<file path="config.mk">
export PLATFORM = sky130hd
export DESIGN_NAME = uart_rx_frame
export DESIGN_NICKNAME = d
export VERILOG_FILES = /design/src/rtl/uart_pkg.sv /design/src/rtl/uart_bit_sampler.sv /design/src/rtl/uart_rx_frame.sv
export SDC_FILE = /design/constraint.sdc
export NUM_CORES = 1
export LEC_CHECK = 0
export BUFFER_PORTS_ARGS = -buffer_cell sky130_fd_sc_hd__buf_2
export CAP_MARGIN = 20
export CORE_UTILIZATION = 53
export DETAILED_ROUTE_END_ITERATION = 8
export MAX_ROUTING_LAYER = met4
export PLACE_DENSITY = 0.75
export SLEW_MARGIN = 20
export SYNTH_ARGS = -nofsm -noshare
export SYNTH_HDL_FRONTEND = slang
export SYNTH_SLANG_ARGS = --single-unit
</file>
<file path="constraint.sdc">
create_clock -name clk -period 1.9 [get_ports clk]
set_input_delay 0.38 -clock clk [delete_from_list [all_inputs] [get_ports clk]]
set_output_delay 0.38 -clock clk [all_outputs]
set_load 0.005 [all_outputs]
</file>
<file path="src/rtl/uart_pkg.sv">
`default_nettype none
// ============================================================================
// Package : uart_pkg
// Brief   : Shared parity encodings, receiver state type and 3-way vote helper.
// Rev     : 1.0  initial release
// ============================================================================
package uart_pkg;

    localparam int PAR_NONE = 0;
    localparam int PAR_ODD  = 1;
    localparam int PAR_EVEN = 2;

    typedef enum logic [2:0] {
        ST_IDLE      = 3'd0,
        ST_START     = 3'd1,
        ST_DATA      = 3'd2,
        ST_PARITY    = 3'd3,
        ST_STOP      = 3'd4,
        ST_WAIT_HIGH = 3'd5
    } rx_state_t;

    function automatic logic maj3(input logic a, input logic b, input logic c);
        return (a & b) | (a & c) | (b & c);
    endfunction

endpackage
`default_nettype wire

</file>
<file path="src/rtl/uart_bit_sampler.sv">
`default_nettype none
// ============================================================================
// Module : uart_bit_sampler
// Brief  : RX synchroniser, per-bit cycle counter and 3-sample majority vote.
// Rev    : 1.0  initial release
// ============================================================================
module uart_bit_sampler #(
    parameter int CLKS_PER_BIT = 1250
) (
    input  logic clk,
    input  logic rst_n,
    input  logic rx,
    input  logic count_en,
    output logic rx_s,
    output logic sample_strobe,
    output logic sample_bit
);
    import uart_pkg::*;

    localparam int CNT_W = $clog2(CLKS_PER_BIT);
    localparam int MID   = CLKS_PER_BIT / 2;

    localparam logic [CNT_W-1:0] CNT_LAST = CNT_W'(CLKS_PER_BIT - 1);
    localparam logic [CNT_W-1:0] CNT_M1   = CNT_W'(MID - 1);
    localparam logic [CNT_W-1:0] CNT_MID  = CNT_W'(MID);
    localparam logic [CNT_W-1:0] CNT_P1   = CNT_W'(MID + 1);

    logic             r_sync1;
    logic             r_sync2;
    logic [CNT_W-1:0] r_cnt;
    logic             r_vote0;
    logic             r_vote1;

    // Synchroniser idles high so reset never looks like a start bit.
    always_ff @(posedge clk or negedge rst_n) begin
        if (!rst_n) begin
            r_sync1 <= 1'b1;
            r_sync2 <= 1'b1;
        end else begin
            r_sync1 <= rx;
            r_sync2 <= r_sync1;
        end
    end

    always_ff @(posedge clk or negedge rst_n) begin
        if (!rst_n) begin
            r_cnt <= '0;
        end else if (!count_en) begin
            r_cnt <= '0;
        end else if (r_cnt == CNT_LAST) begin
            r_cnt <= '0;
        end else begin
            r_cnt <= r_cnt + 1'b1;
        end
    end

    always_ff @(posedge clk or negedge rst_n) begin
        if (!rst_n) begin
            r_vote0 <= 1'b1;
            r_vote1 <= 1'b1;
        end else begin
            if (r_cnt == CNT_M1) begin
                r_vote0 <= r_sync2;
            end
            if (r_cnt == CNT_MID) begin
                r_vote1 <= r_sync2;
            end
        end
    end

    assign rx_s          = r_sync2;
    assign sample_strobe = count_en && (r_cnt == CNT_P1);
    assign sample_bit    = maj3(r_vote0, r_vote1, r_sync2);

endmodule
`default_nettype wire

</file>
<file path="src/rtl/uart_rx_frame.sv">
`default_nettype none
// ============================================================================
// Module : uart_rx_frame
// Brief  : Parametrised UART receiver with error flags and valid/ready output.
// Rev    : 1.0  initial release
// ============================================================================
module uart_rx_frame #(
    parameter int CLKS_PER_BIT = 1250,
    parameter int DATA_BITS    = 8,
    parameter int PARITY       = 0,
    parameter int STOP_BITS    = 1
) (
    input  logic                 clk,
    input  logic                 rst_n,
    input  logic                 rx,
    output logic [DATA_BITS-1:0] data,
    output logic                 data_valid,
    input  logic                 data_ready,
    output logic                 frame_err,
    output logic                 parity_err,
    output logic                 overrun,
    output logic                 busy
);
    import uart_pkg::*;

    generate
        if (CLKS_PER_BIT < 4) begin : g_bad_clks_per_bit
            $error("uart_rx_frame: CLKS_PER_BIT must be 4 or more");
        end
        if (DATA_BITS < 5 || DATA_BITS > 9) begin : g_bad_data_bits
            $error("uart_rx_frame: DATA_BITS must be 5..9");
        end
        if (PARITY != PAR_NONE && PARITY != PAR_ODD && PARITY != PAR_EVEN) begin : g_bad_parity
            $error("uart_rx_frame: PARITY must be 0, 1 or 2");
        end
        if (STOP_BITS != 1 && STOP_BITS != 2) begin : g_bad_stop_bits
            $error("uart_rx_frame: STOP_BITS must be 1 or 2");
        end
    endgenerate

    localparam int              IDX_W      = 4;
    localparam logic [IDX_W-1:0] IDX_LAST  = IDX_W'(DATA_BITS - 1);
    localparam logic            STOP_LAST  = 1'(STOP_BITS - 1);
    localparam logic            ODD_SENSE  = (PARITY == PAR_ODD);
    localparam logic            HAS_PARITY = (PARITY != PAR_NONE);

    rx_state_t r_state;
    rx_state_t w_state_next;
    logic      w_complete;

    logic rx_s;
    logic w_count_en;
    logic w_strobe;
    logic w_bit;

    logic [DATA_BITS-1:0] r_shift;
    logic [IDX_W-1:0]     r_bit_idx;
    logic                 r_stop_idx;
    logic                 r_fe_acc;
    logic                 r_pe_acc;

    logic [DATA_BITS-1:0] r_data;
    logic                 r_valid;
    logic                 r_fe;
    logic                 r_pe;
    logic                 r_overrun;

    // The counter starts on the same cycle the falling edge is seen so that
    // bit boundaries stay aligned with the line.
    assign w_count_en = (r_state == ST_IDLE) ? ~rx_s : (r_state != ST_WAIT_HIGH);

    uart_bit_sampler #(
        .CLKS_PER_BIT (CLKS_PER_BIT)
    ) u_sampler (
        .clk           (clk),
        .rst_n         (rst_n),
        .rx            (rx),
        .count_en      (w_count_en),
        .rx_s          (rx_s),
        .sample_strobe (w_strobe),
        .sample_bit    (w_bit)
    );

    always_ff @(posedge clk or negedge rst_n) begin
        if (!rst_n) begin
            r_state <= ST_IDLE;
        end else begin
            r_state <= w_state_next;
        end
    end

    always_comb begin
        w_state_next = r_state;
        w_complete   = 1'b0;
        case (r_state)
            ST_IDLE: begin
                if (!rx_s) w_state_next = ST_START;
            end
            ST_START: begin
                if (w_strobe) w_state_next = w_bit ? ST_IDLE : ST_DATA;
            end
            ST_DATA: begin
                if (w_strobe && r_bit_idx == IDX_LAST) begin
                    w_state_next = HAS_PARITY ? ST_PARITY : ST_STOP;
                end
            end
            ST_PARITY: begin
                if (w_strobe) w_state_next = ST_STOP;
            end
            ST_STOP: begin
                if (w_strobe && r_stop_idx == STOP_LAST) begin
                    w_complete   = 1'b1;
                    w_state_next = w_bit ? ST_IDLE : ST_WAIT_HIGH;
                end
            end
            ST_WAIT_HIGH: begin
                if (rx_s) w_state_next = ST_IDLE;
            end
            default: w_state_next = ST_IDLE;
        endcase
    end

    always_ff @(posedge clk or negedge rst_n) begin
        if (!rst_n) begin
            r_shift    <= '0;
            r_bit_idx  <= '0;
            r_stop_idx <= 1'b0;
            r_fe_acc   <= 1'b0;
            r_pe_acc   <= 1'b0;
        end else begin
            case (r_state)
                ST_START: begin
                    r_bit_idx  <= '0;
                    r_stop_idx <= 1'b0;
                    r_fe_acc   <= 1'b0;
                    r_pe_acc   <= 1'b0;
                end
                ST_DATA: begin
                    if (w_strobe) begin
                        r_shift   <= {w_bit, r_shift[DATA_BITS-1:1]};
                        r_bit_idx <= r_bit_idx + 1'b1;
                    end
                end
                ST_PARITY: begin
                    if (w_strobe) r_pe_acc <= (^r_shift) ^ w_bit ^ ODD_SENSE;
                end
                ST_STOP: begin
                    if (w_strobe) begin
                        r_fe_acc   <= r_fe_acc | ~w_bit;
                        r_stop_idx <= r_stop_idx + 1'b1;
                    end
                end
                default: ;
            endcase
        end
    end

    // A new frame may replace the held word only if it is being accepted in
    // the same cycle; otherwise it is dropped and flagged as overrun.
    always_ff @(posedge clk or negedge rst_n) begin
        if (!rst_n) begin
            r_data    <= '0;
            r_valid   <= 1'b0;
            r_fe      <= 1'b0;
            r_pe      <= 1'b0;
            r_overrun <= 1'b0;
        end else if (w_complete) begin
            if (!r_valid || data_ready) begin
                r_data  <= r_shift;
                r_fe    <= r_fe_acc | ~w_bit;
                r_pe    <= r_pe_acc;
                r_valid <= 1'b1;
            end else begin
                r_overrun <= 1'b1;
            end
        end else if (r_valid && data_ready) begin
            r_valid <= 1'b0;
        end
    end

    assign data       = r_data;
    assign data_valid = r_valid;
    assign frame_err  = r_fe;
    assign parity_err = r_pe;
    assign overrun    = r_overrun;
    assign busy       = (r_state != ST_IDLE);

endmodule
`default_nettype wire

</file>
* Word-level counts from Yosys, hierarchy flattened
Cells that the tools add are included.
Word-level totals: register bits after elaboration 45, bits of input ports 4, output and inout port bits 13, logic and storage cells 96
Cells by class: $add $sub $neg 3, equality and inequality tests 20, multiplexer cells 25, bitwise operators 11, reductions and logical operators 21
Operators by type and width (number):
- equality test 11 x 10 -> 1 bit, second input constant | 3
- two-way mux 11 bit | 2
- two-way mux 3 bit | 7
- one-hot mux 3 bit (6 select lines) | 1
- != test 2 bit, second input constant | 7
- AND reduction 2 bit | 7
- adder 11 x 1 -> 11 bit, second input constant | 1
- equality test 11 bit, second input constant | 1
- two-way mux 1 bit | 9
- one-hot mux 4 bit (2 select lines) | 1
- nonzero test 2 bit | 4
- parity 8 bit | 1
- equality test 3 x 2 -> 1 bit, second input constant | 2
- equality test 3 bit, second input constant | 2
- one-hot mux 1 bit (2 select lines) | 3
- AND reduction 6 bit | 1
- adder 4 x 1 -> 4 bit, second input constant | 1
- equality test 4 x 3 -> 1 bit, second input constant | 1
- logical AND 1 bit | 4
- two-way mux 4 bit | 1
- != test 2 x 1 -> 1 bit, second input constant | 2
- NOT 1 bit | 4
- AND 1 bit | 3
- equality test 3 x 1 -> 1 bit, second input constant | 1
- 9 further kinds | 11

* Longest topological paths before layout
Gate-level depths: netlist (run 1).
depth after elaboration 8, gate-level depth with buffers 7, gate-level depth less buffers 6

* Cells and area by module
From an unflattened synthesis (run 1), not the netlist that was laid out.
Second synthesis, totals: cells, all modules 198, area, all modules 2193.4 um^2
By module, submodules not included:
- uart_rx_frame | instances 1, cells an instance 125, area each 1423.9 um^2, sequential area each 750.7 um^2
- uart_bit_sampler | instances 1, cells an instance 73, area each 769.5 um^2, sequential area each 380.4 um^2

* Worst setup path before layout (run 1)
No wires, ideal clock.
kind reg-to-reg, start point reg u_sampler.r_cnt[0], end point reg r_data[0], in the netlist data[0], library setup time 0.125 ns, arrival time 1.895 ns, data required time 1.775 ns, slack -0.120 ns, cell stages (with the launch flop) 7, buffers on the path 0, clock period less this slack 2.020 ns, path through dfrtp_1 inv_1 ha_1 nor2b_1 nand3_1 nor4_4 mux2_2
Between the ends: longest elaborated chain between the ends 6
RTL lines:
- start: declaration | line uart_bit_sampler.sv:30 | logic [CNT_W-1:0] r_cnt;
- start signal: assignment | line uart_bit_sampler.sv:53 | r_cnt <= r_cnt + 1'b1;
- equality test 11 x 10 -> 1 bit | line uart_bit_sampler.sv:72 | assign sample_strobe = count_en && (r_cnt == CNT_P1);
- logical AND 1 bit | line uart_bit_sampler.sv:72
- logical AND 1 bit | line uart_rx_frame.sv:111 | if (w_strobe && r_stop_idx == STOP_LAST) begin
- two-way mux 1 bit | line uart_rx_frame.sv:111
- two-way mux 1 bit | line uart_rx_frame.sv:95 | case (r_state)
- AND reduction 2 bit (no line)
- end signal: assignment | line uart_rx_frame.sv:169 | r_data <= r_shift;
- end: declaration | line uart_rx_frame.sv:62 | logic [DATA_BITS-1:0] r_data;
Every way passes these cells. A chain may end at the register's enable or synchronous reset.

* Final worst setup path (run 1)
start point reg u_sampler.r_cnt[10], end point reg r_state[0]
Between the ends: longest elaborated chain between the ends 5, elaborated cells between the ends (all ways) 9, classes of those cells 5 x eq/ne; 4 x reduce/logical
RTL lines:
- equality test 11 x 10 -> 1 bit * | line uart_bit_sampler.sv:72
- logical AND 1 bit * | line uart_bit_sampler.sv:72
- logical AND 1 bit (on tied branches) | line uart_rx_frame.sv:111, uart_rx_frame.sv:103
- != test 2 bit (no line)
- AND reduction 6 bit (no line) *
- end signal: assignment | line uart_rx_frame.sv:88 | r_state <= w_state_next;
- end: declaration | line uart_rx_frame.sv:47 | rx_state_t r_state;
Every way passes the cells marked *; elsewhere a longest branch is shown, timed or not.

==> metrics list, run 1 <==
* Run status: complete, no violations
- The tool flagged a number of max-cap violations equal to 0.
- The floorplan step defined a die boundary enclosing 4361 um2.
- The longest clock path from root to sink contains 2 buffers.
- Proportion of synthesized flip-flops having asynchronous set or reset: 100.0%
- Setup crit start kind: flip-flop
- Power spread over the standard cell area amounts to 687.8 nW/um2.
* Post-synthesis area per instance: 10.71 um2
* Layout cell share with drive strength beyond 1: 31.97%
- Among all stages on the critical path, the largest delay is contributed by sky130_fd_sc_hd__dfrtp_1.
* Area added between synthesis and finish: 22.86%
- In this run the count of I/O pins placed on the die edge is 17.
- After synthesis, flip-flops and latches occupy 52.04% of the total area.
- CP Buf/Inv Count: 1
- At the worst endpoint, the required time is 2.08 ns.
* Multi-input gate area in the final layout: 1057 um2
- The synthesized netlist devotes 20.78% of its cell area to simple gates.
* Number of cells on the critical path: 6
- RSZ-0062 raised after global routing: true
* Flip-flop and latch count after synthesis: 45
* Routed Antenna Nets: 0
* Delay-heaviest family, CP: simple AND/OR/NAND/NOR gates
- Endpoints failing hold: 0
- After detailed routing, the average wire length per cell comes to 15.64 um.
- Compound-Gate Fraction of Synth Area: 7.484%
* Cell Area, Placed: 2485 um2
- The final critical path takes up 98.23% of the cycle.
- DR vias: 1645
* Number of search-and-repair iterations in the first detailed-routing pass: 4
- Across every metal layer, demand over resource in global routing totals 24.70%.
- The portion of synthesized area spent on multiplexers is 7.254%.
- In the routed design, unresolved DRC markers number 0.
- After detailed routing, the total wire length is 4568 um.
- Reg2Reg Depth: 6
* Average vias per placed instance: 5.634
- # port buffers: 16
* Post-layout util: 70.29%
- Number of clock buffers inserted by TritonCTS: 5
- Critical path fanouts, max: 8
* Vert. Die Dim: 66.04 um
- Post-synth top cells: sky130_fd_sc_hd__dfrtp_1 (41), sky130_fd_sc_hd__nand2_1 (36), sky130_fd_sc_hd__nor2_1 (15), sky130_fd_sc_hd__mux2_2 (11), sky130_fd_sc_hd__xnor2_1 (9)
- The congestion estimate from routability-driven global placement came to 0.8914.
- Summing all flip-flop and latch instances after layout gives 1131 um2.
- The first global-routing pass estimated 7824 um of wire.
- Std-Cell Core Area: 3799 um2
- The share of synthesized area in the top cell type comes to 47.21%.
- Post-Layout Inst Area: 2670 um2
- For this configuration, the core starts out at a cell density of 57.21%.
- Fill cells in the final layout number 274.
- Row Count: 22
* Top achievable clock speed: 0.5358 GHz
- Number of distinct library cells after synthesis: 46
- Endpoint class of the critical path: flip-flop
- Setup violations remaining at the end of the flow were counted as 0.
* VDD IR max: 0.5913 mV
- The first routing iteration left 154 violations.
- Count of flip-flops with a built-in enable after synthesis: 0
- Hold Path Class: in -> async
* Grt ovf: 0
- After synthesis, the largest family of logic cells by area is simple AND/OR/NAND/NOR gates.
- H-Tree Level Count: 2
* Antenna diode count: 0
* Initial antenna violation count: 0
* Cell accounting for the most synthesized area: sky130_fd_sc_hd__dfrtp_1
- Setup total negative slack on the finished layout was measured at 0 ns.
* Clock tree from TritonCTS: built
- After Yosys synthesis, XOR and XNOR cells account for 7.081% of the synthesized area.
- Layout Skew: 0.01059 ns
- Worst slack, placed: 0.01889 ns
- After the flow finishes, the layout carries non-filler instances totaling 292.
- Setup slack on the critical path of the routed design comes to 0.03368 ns.
* Detail Placement HPWL: 3287 um
- After synthesis the cells add up to 2173 um2.
* Total chip power: 1.836 mW
- Transition time of the tightest slew-check pin: 0.5366 ns
- Clock latency on the worst-skew pair: 0.30 ns
- In the post-synthesis netlist, the cell with the most instances is sky130_fd_sc_hd__dfrtp_1.
- Final Max Tran Viols: 0
- The analysis attributes to cell leakage a power of 1.299 nW.
* Post-synth net total: 212
- Via count of the first global-routing pass: 1669
- Clock-pin slew was measured on the worst setup and hold paths at 0.08 ns.
- Headroom to the max-slew limit came out at 64.22%.
- On the final layout, the worst hold slack is 0.05528 ns.
- Final worst path period need: 1.866 ns
- Number of placed instances, taps included: 282
* Warnings, synthesis: 0
* Die span in x: 66.04 um
- Arithmetic-cell share of the synthesized area counting full adders, half adders and majority gates: 3.339%
* Largest stage delay, worst path: 0.38 ns
* Data arrival at the endpoint of the critical path: 2.05 ns
- In the final design database the tool counted 252 nets.
- The critical path goes through and4bb_2 > and4_4 > buf_4 > nand4_1 > a22o_1 > mux2_2.
* Clock sink count: 45
- After synthesis, the cell types taking the most area are sky130_fd_sc_hd__dfrtp_1 (47%), sky130_fd_sc_hd__nand2_1 (6.2%), sky130_fd_sc_hd__mux2_2 (5.7%), sky130_fd_sc_hd__dfstp_2 (4.8%), sky130_fd_sc_hd__xnor2_1 (3.6%).
* Main synth FF type: sky130_fd_sc_hd__dfrtp_1
- After technology mapping, the gate count stands at 203.
- CTS root buffer: sky130_fd_sc_hd__clkbuf_8
- Entering global routing, the biggest net connects 25 pins.
- Critical path class: reg -> reg
## state kept, by name, indices dropped and copies added, names as in the netlist
signal,cells
data,8
u_sampler.r_cnt,11
parity_err,1
r_stop_idx,1
r_shift,8
r_pe_acc,1
r_fe_acc,1
data_valid,1
overrun,1
frame_err,1
u_sampler.r_vote1,1
r_state,3
u_sampler.r_vote0,1
u_sampler.rx_s,1
r_bit_idx,4
u_sampler.r_sync1,1
## cell usage in the layout (no fill, tap or decap), drive strengths merged, types with 2 or more instances in the layout
cell type  Yosys  final
nand3          8      8
nor2b          3      3
nand4b         2      2
o21ai          5      5
or3            2      2
a211oi         2      2
dfstp          4      4
inv            4      4
nand4          3      3
or2            2      2
ha             5      5
mux2          14     14
buf            2     40
and3           3      3
xor2           6      6
xnor2          9      9
a21oi          4      4
nand2         36     36
nand2b         5      5
nor2          15     15
clkbuf         5      5
dfrtp         41     41
bufinv         0      2
a22o           2      2
## what timing repair did
action | in CTS | in global routing
resized for setup | 1 | 7
setup endpoints to repair | 1 | 12
pin swaps | 0 | 2
hold endpoints to repair | 0 | 0
buffers inserted | 0 | 2
hold buffers | 0 | 0
## final cells by class
| cell class | count | share of cell area, % |
|---|---|---|
| Clock buffer | 5 | 2.577 |
| Clock inverter | 3 | 2.437 |
| Sequential cell | 45 | 42.36 |
| Inverter | 4 | 0.5623 |
| Multi-Input combinational cell | 147 | 39.60 |
| Tap cell | 48 | 2.249 |
| Timing Repair Buffer | 40 | 10.22 |
## layer usage
layer / GRT usage (%) / wire length (um)
met1: 31.11 / 2052
met2: 38.90 / 2304
met5: - / 0
met3: 4.655 / 164
met4: 10.90 / 47
## worst reg2reg max path: cells and delay by family, from the launching register on
family / cells / cell delay (ns)
flops: 1 / 0.38
simple gates: 3 / 0.67
mux: 1 / 0.28
compound gates: 1 / 0.26
buf+inv: 1 / 0.16
## cells by family (layout without fill, tap and decap cells)
logic type / after synthesis / in the layout
AOI/OAI and AO/OA: 23 / 23
xor gates and xnor gates: 16 / 16
adders and majority gates: 6 / 6
buffers and inverters: 11 / 52
DFF: 45 / 45
muxes: 14 / 14
and+or+nand+nor: 88 / 88
## power by group
part | total [mW] | switching [mW] | internal, mW
sequential | 0.963 | 0.00177 | 0.961
combinational | 0.0269 | 0.0198 | 0.00709
clock | 0.847 | 0.324 | 0.522
total | 1.84 | 0.346 | 1.49
## path summary, 6_finish.rpt
check / start / to / slack (ns)
setup reg to reg: u_sampler.r_cnt[10] / r_state[0] / 0.03
max in group asynchronous: rst_n / r_shift[7] / 1.34
hold / removal: rst_n / u_sampler.r_cnt[6] / 0.06
hold reg to reg: u_sampler.r_sync1 / u_sampler.rx_s / 0.36
min in group clk: rx / u_sampler.r_sync1 / 0.18
setup / recovery: u_sampler.r_cnt[10] / r_state[0] / 0.03
No activity file was read; power rests on OpenSTA's default activity.
==> run 2: changes to the inputs <==
--- a/config.mk
+++ b/config.mk
@@ -5,12 +5,12 @@
 export SDC_FILE = /design/constraint.sdc
 export NUM_CORES = 1
 export LEC_CHECK = 0
-export BUFFER_PORTS_ARGS = -buffer_cell sky130_fd_sc_hd__buf_2
 export CAP_MARGIN = 20
-export CORE_UTILIZATION = 53
+export CORE_UTILIZATION = 56
 export DETAILED_ROUTE_END_ITERATION = 8
+export DONT_BUFFER_PORTS = 1
 export MAX_ROUTING_LAYER = met4
-export PLACE_DENSITY = 0.75
+export PLACE_DENSITY = 0.74
 export SLEW_MARGIN = 20
 export SYNTH_ARGS = -nofsm -noshare
 export SYNTH_HDL_FRONTEND = slang
==> metrics list, run 2 (same netlist as run 1, synthesis figures left out) <==
- Run status: complete, no violations (unchanged).
* Reg with most FFs: u_sampler.r_cnt (unchanged)
- The critical path's largest stage delay came to 0.39 ns (was 0.38 ns).
* Cell-by-cell listing of the critical path: and4bb_2 > and4_4 > nand3_2 > nor4_4 > buf_4 > mux2_2 (was and4bb_2 > and4_4 > buf_4 > nand4_1 > a22o_1 > mux2_2)
* Transition time of the tightest slew-check pin: 0.4157 ns (was 0.5366 ns)
- Hold Path Class: in -> reg (was in -> async)
* Slew margin rel.: 72.23% (was 64.22%)
* Max reg flops: 11 (unchanged)
- The switching power as a share of total power was 23.17% (was 18.84%).
* Final worst path period need: 1.875 ns (was 1.866 ns)
- The global-route usage over all layers came to 25.64% (was 24.70%).
* CP Buf/Inv Count: 1 (unchanged)
- Pin count of the biggest net entering global routing: 46 (was 25)
- The row count was 22 (unchanged).
- The maximum VDD drop was 0.4017 mV (was 0.5913 mV).
* Via count of the first global-routing pass: 1636 (was 1669)
* Highest-count cells in the layout ignoring fill and taps: sky130_fd_sc_hd__dfrtp_1 (41), sky130_fd_sc_hd__nand2_1 (36), sky130_fd_sc_hd__buf_4 (19), sky130_fd_sc_hd__nor2_1 (15) (was sky130_fd_sc_hd__dfrtp_1 (41), sky130_fd_sc_hd__nand2_1 (36), sky130_fd_sc_hd__buf_4 (23), sky130_fd_sc_hd__buf_2 (16), sky130_fd_sc_hd__nor2_1 (15))
- The clock latency of the later-clocked register in the worst-skew pair came to 0.31 ns (was 0.30 ns).
* Leakage: 1.179 nW (was 1.299 nW)
- Full die area: 4134 um2 (was 4361 um2)
- The total CTS buffers was 5 (unchanged).
* Data arrival at the endpoint of the critical path: 2.07 ns (was 2.05 ns)
* Cell Area, Placed: 2340 um2 (was 2485 um2)
* Std-Cell Core Area: 3689 um2 (was 3799 um2)
- H-Tree Level Count: 2 (unchanged)
- The capturing element type of the critical path is a flip-flop (unchanged).
* Setup TNS: 0 ns (unchanged)
* Initial core utilization: 58.92% (was 57.21%)
- The clock sink count came to 45 (unchanged).
- Initial antenna violation count: 0 (unchanged)
- Final nets: 233 (was 252)
* Iteration-0 DRC count of the detailed router: 116 (was 154)
* Number of buffers on the longest clock path: 2 (unchanged)
* Detail Placement HPWL: 2969 um (was 3287 um)
- The startpoint-to-endpoint class of the critical path is reg -> reg (unchanged).
- First-pass GRT wire length: 7707 um (was 7824 um)
- CTS root buffer: sky130_fd_sc_hd__clkbuf_8 (unchanged)
- Tcrit/Tclk final: 98.70% (was 98.23%)
- The vertical extent of the die was 64.30 um (was 66.04 um).
- The peak fanout along the critical path came to 6 (was 8).
- Part of the total power dissipated in the clock network: 38.5% (was 46.1%)
- The number of remaining DRC errors came to 0 (unchanged).
* Number of top-level pins: 17 (unchanged)
* Layout Skew: 0.008510 ns (was 0.01059 ns)
- The commonest non-fill, non-tap cell in the layout is sky130_fd_sc_hd__dfrtp_1 (unchanged).
- Hold WS: 0.06239 ns (was 0.05528 ns)
- Average vias per placed instance: 5.813 (was 5.634)
- Layout cell share with drive strength beyond 1: 24.44% (was 31.97%)
* Delay-heaviest family, CP: simple AND/OR/NAND/NOR gates (unchanged)
- Grt ovf: 0 (unchanged)
- Number of search-and-repair iterations in the first detailed-routing pass: 4 (unchanged)
* RSZ-0062 raised after global routing: true (unchanged)
- # port buffers: 0 (was 16)
* Post-Layout Inst Area: 2509 um2 (was 2670 um2)
- The cell total after placement came to 259 (was 282).
- The share of total power in combinational logic came to 1.7% (was 1.5%).
- The endpoint required time on the critical path is 2.10 ns (was 2.08 ns).
* Antenna diode count: 0 (unchanged)
* Number of standard cells in the final layout excluding fillers: 273 (was 292)
* Routed Antenna Nets: 0 (unchanged)
- The number of pins with negative max-slew slack in the final report came to 0 (unchanged).
* Top achievable clock speed: 0.5332 GHz (was 0.5358 GHz)
- Setup crit start kind: flip-flop (unchanged)
* Internal Power: 1.237 mW (was 1.490 mW)
- The area added between synthesis and finish is 15.43% (was 22.86%).
- Final-report setup violation count: 0 (unchanged)
- Final worst slack: 0.02467 ns (was 0.03368 ns)
- The sequential share of power came to 59.8% (was 52.4%).
* Worst path slowest cell: sky130_fd_sc_hd__dfrtp_1 (unchanged)
- The chip width was 64.30 um (was 66.04 um).
* Clock edge transition at the registers on the reported setup and hold paths: 0.09 ns (was 0.08 ns)
- The total wire length is 4363 um (was 4568 um).
- Power dissipated by switching net loads: 0.3729 mW (was 0.3460 mW)
- The average wire per cell in the routed design is 15.98 um (was 15.64 um).
* Final weighted congestion of routability-driven global placement: 0.8482 (was 0.8914)
- Count of max-cap constraint violations: 0 (unchanged)
- The post-placement setup slack was -0.001250 ns (was 0.01889 ns).
* Clock tree from TritonCTS: built (unchanged)
- Power per standard cell area: 641.7 nW/um2 (was 687.8 nW/um2)
- The count of vias placed by the detailed router came to 1587 (was 1645).
- Endpoints failing hold: 0 (unchanged)
## run 2: repair_timing
| action | in CTS | in global routing |
|---|---|---|
| pin swaps | 0 | 1 |
| hold buffers | 2 | 0 |
| endpoints found under the hold margin | 45 | 0 |
| gates resized for setup | 1 | 3 |
| buffers inserted | 1 | 3 |
| endpoints found under the setup margin | 4 | 11 |
## run 2: per-layer routing
layer  up-vias  wire length [um]  GRT usage (%)
li1        739                 -              -
met1       801              1946          33.06
met2        35              2124          38.03
met3        12               177          7.143
met4         0               116          10.83
met5         -                 0              -
## run 2: power groups by stage
stage	clock, mW	combinational (mW)	sequential (mW)
3_5_place_dp	0	0.00143	0.982
3_3_place_gp	0	0.00153	0.982
6_report	0.619	0.0277	0.963
4_1_cts	0.637	0.0292	0.963
5_1_grt	0.681	0.0329	0.964
2_1_floorplan	0	0.00126	0.981
## run 2: worst paths after layout
| kind | end | start | slack, ns | cells after the start |
|---|---|---|---|---|
| worst min register to register | u_sampler.rx_s | u_sampler.r_sync1 | 0.36 | 0 |
| max in group asynchronous | u_sampler.r_sync1 | rst_n | 1.06 | 2 |
| min in group asynchronous | data[5] | rst_n | 0.58 | 2 |
| worst min-delay path | u_sampler.r_sync1 | rx | 0.06 | 0 |
| worst max register to register | data[7] | u_sampler.r_cnt[10] | 0.02 | 6 |
| worst max-delay path | data[7] | u_sampler.r_cnt[10] | 0.02 | 6 |
## run 2: cell type report
class                           instances  area, um2
Fill cell                             286       1180
Sequential cell                        45       1131
Multi-Input combinational cell        147       1028
Timing Repair Buffer                   21      180.2
Clock buffer                            5      68.82
Tap cell                               48      60.06
Clock inverter                          3      25.02
Inverter                                4      15.01
## run 2: metrics by stage
stage	total power, mW	utilization, %
2_1_floorplan	0.9825	-
3_3_place_gp	0.9831	63.43
3_5_place_dp	0.9832	63.43
4_1_cts	1.629	67.27
5_1_grt	1.677	68.01
6_report	1.610	68.01
## run 2: worst register-to-register path, stage by stage, from the launching register on
cell	delay [ns]
sky130_fd_sc_hd__dfrtp_1	0.39
sky130_fd_sc_hd__and4bb_2	0.29
sky130_fd_sc_hd__and4_4	0.23
sky130_fd_sc_hd__nand3_2	0.10
sky130_fd_sc_hd__nor4_4	0.21
sky130_fd_sc_hd__buf_4	0.21
sky130_fd_sc_hd__mux2_2	0.34
==> run 3: changes to the inputs <==
==> constraint.sdc (replaced) <==
create_clock -name clk -period 1.9 [get_ports clk]
set_input_delay 0.19 -clock clk [delete_from_list [all_inputs] [get_ports clk]]
set_output_delay 0.19 -clock clk [all_outputs]
set_load 0.005 [all_outputs]
==> metrics list, run 3 (same netlist as run 1, synthesis figures left out) <==
- Run status: complete, no violations (unchanged).
* Row Count: 22 (unchanged)
- The first-pass detailed-route iteration total was 4 (unchanged).
* Post-detailed-route wirelength per cell: 15.90 um (was 15.98 um)
- The number of buffers inserted by port buffering is 0 (unchanged).
* Iteration-0 DRC count of the detailed router: 105 (was 116)
- The final worst-path cycle share was 98.71% (was 98.70%).
- Final worst path period need: 1.875 ns (about the same)
- Antenna diode count: 0 (unchanged)
- The clock latency of the later-clocked register in the worst-skew pair came to 0.31 ns (about the same).
- Die span in x: 64.30 um (unchanged)
- Vert. Die Dim: 64.30 um (unchanged)
- H-Tree Level Count: 2 (unchanged)
* RSZ-0062 raised after global routing: true (unchanged)
- The core area came to 3689 um2 (unchanged).
- The areal power density over the cells came to 640.4 nW/um2 (was 641.7 nW/um2).
- The flip-flop count of the largest register, all copies and words added is 11 (unchanged).
* Initial antenna violation count: 0 (unchanged)
* Final worst slack: 0.02455 ns (was 0.02467 ns)
- VDD IR max: 0.4034 mV (was 0.4017 mV)
* Reg with most FFs: u_sampler.r_cnt (unchanged)
* Routed Antenna Nets: 0 (unchanged)
* Remaining routing DRC violations: 0 (unchanged)
- Transition time of the tightest slew-check pin: 0.4169 ns (was 0.4157 ns)
- The capturing element type of the critical path was a flip-flop (unchanged).
* Detail Placement HPWL: 2969 um (unchanged)
* Post-Layout Inst Area: 2519 um2 (was 2509 um2)
- WL final: 4357 um (was 4363 um)
- Number of placed instances, taps included: 259 (unchanged)
* Commonest non-fill, non-tap cell in the layout: sky130_fd_sc_hd__dfrtp_1 (unchanged)
- The weighted congestion reported at the end of routability-driven placement was 0.8482 (unchanged).
* Number of standard cells in the final layout excluding fillers: 274 (was 273)
- The arrival time at the worst endpoint is 2.07 ns (about the same).
- Worst slack, placed: -0.001250 ns (unchanged)
- The global-route usage over all layers is 25.72% (was 25.64%).
- The post-CTS clock slew at the launch and capture registers of the worst setup and hold paths came to 0.09 ns (about the same).
- Clock tree from TritonCTS: built (unchanged)
- Number of buffers on the longest clock path: 2 (unchanged)
- Endpoints failing hold: 0 (unchanged)
- CTS root buffer: sky130_fd_sc_hd__clkbuf_8 (unchanged)
* Critical path fanouts, max: 6 (unchanged)
- The remaining global-route overflow was 0 (unchanged).
- Slew margin rel.: 72.15% (was 72.23%)
- The net count reported at finish is 234 (was 233).
* Area added between synthesis and finish: 15.89% (was 15.43%)
* Hold Path Class: in -> reg (unchanged)
* First-pass GRT wire length: 7734 um (was 7707 um)
* Via count of the first global-routing pass: 1648 (was 1636)
- The startpoint kind of the worst setup timing path was a flip-flop (unchanged).
* Count of max-cap constraint violations: 0 (unchanged)
* Critical path class: reg -> reg (unchanged)
- The aggregate negative setup slack came to 0 ns (unchanged).
- Highest-count cells in the layout ignoring fill and taps: sky130_fd_sc_hd__dfrtp_1 (41), sky130_fd_sc_hd__nand2_1 (36), sky130_fd_sc_hd__buf_4 (19), sky130_fd_sc_hd__nor2_1 (15) (unchanged).
- Pin count of the biggest net entering global routing: 46 (unchanged)
- Initial core utilization: 58.92% (unchanged)
- The maximum operating frequency was 0.5332 GHz (about the same).
* Final Max Tran Viols: 0 (unchanged)
* Leakage: 1.183 nW (was 1.179 nW)
- The total CTS buffers was 5 (unchanged).
* Layout Skew: 0.007220 ns (was 0.008510 ns)
- The clock sink count is 45 (unchanged).
* Average vias per placed instance: 5.818 (was 5.813)
- The final number of setup-violating endpoints was 0 (unchanged).
* Full die area: 4134 um2 (unchanged)
- The placed standard-cell area is 2340 um2 (unchanged).
* Hold WS: 0.1663 ns (was 0.06239 ns)
- The proportion of layout cells with a drive suffix above 1 is 24.34% (was 24.44%).
- DR vias: 1594 (was 1587)
* Required @ worst endpoint: 2.10 ns (about the same)
- Number of top-level pins: 17 (unchanged)
[run 3: cell count changes in the layout (fill, tap and decap cells not counted), sizes merged]
| cell | before | now |
|---|---|---|
| dlygate4sd3 | 1 | 2 |
[run 3: area by class of cell]
class                           instances  area (um2)
Inverter                                4       15.01
Fill cell                             285        1170
Sequential cell                        45        1131
Multi-Input combinational cell        147        1028
Clock buffer                            5       68.82
Timing Repair Buffer                   22       190.2
Tap cell                               48       60.06
Clock inverter                          3       25.02
[run 3: routing by layer]
layer  global-route usage, %  part of all wire, %
met4                   10.83                  2.7
met1                   33.06                   44
met3                   7.143                  4.2
met5                       -                    0
met2                   38.29                   49
[run 3: per-stage QoR]
step	power, mW	util, %
4_1_cts	1.630	67.54
6_report	1.613	68.28
5_1_grt	1.679	68.28
3_5_place_dp	0.9832	63.43
2_1_floorplan	0.9825	-
3_3_place_gp	0.9831	63.43
[run 3: power by group]
| part | leakage [nW] | total, mW | internal (mW) | switching [mW] |
|---|---|---|---|---|
| combinational | 0.543 | 0.0292 | 0.00940 | 0.0198 |
| clock | 0.0452 | 0.621 | 0.268 | 0.353 |
| sequential | 0.595 | 0.963 | 0.961 | 0.00185 |
| total | 1.18 | 1.61 | 1.24 | 0.375 |
[run 3: final timing paths]
check	start	endpoint	slack [ns]	cells after the start
max	u_sampler.r_cnt[10]	data[7]	0.02	6
min	data_ready	overrun	0.17	2
max reg2reg	u_sampler.r_cnt[10]	data[7]	0.02	6
min reg2reg	u_sampler.r_sync1	u_sampler.rx_s	0.36	0
max in group asynchronous	rst_n	u_sampler.r_sync1	1.25	2
min in group asynchronous	rst_n	data[5]	0.39	2
[run 3: critical path: stages (launching register included)]
cell,delay (ns)
sky130_fd_sc_hd__dfrtp_1,0.39
sky130_fd_sc_hd__and4bb_2,0.29
sky130_fd_sc_hd__and4_4,0.23
sky130_fd_sc_hd__nand3_2,0.10
sky130_fd_sc_hd__nor4_4,0.21
sky130_fd_sc_hd__buf_4,0.21
sky130_fd_sc_hd__mux2_2,0.34
[run 3: repair_timing]
action / in CTS / in global routing
buffers inserted: 1 / 3
setup endpoints to repair: 4 / 11
hold endpoints to repair: 46 / 0
hold buffers: 3 / 0
pin swaps: 0 / 1
gates resized for setup: 1 / 3
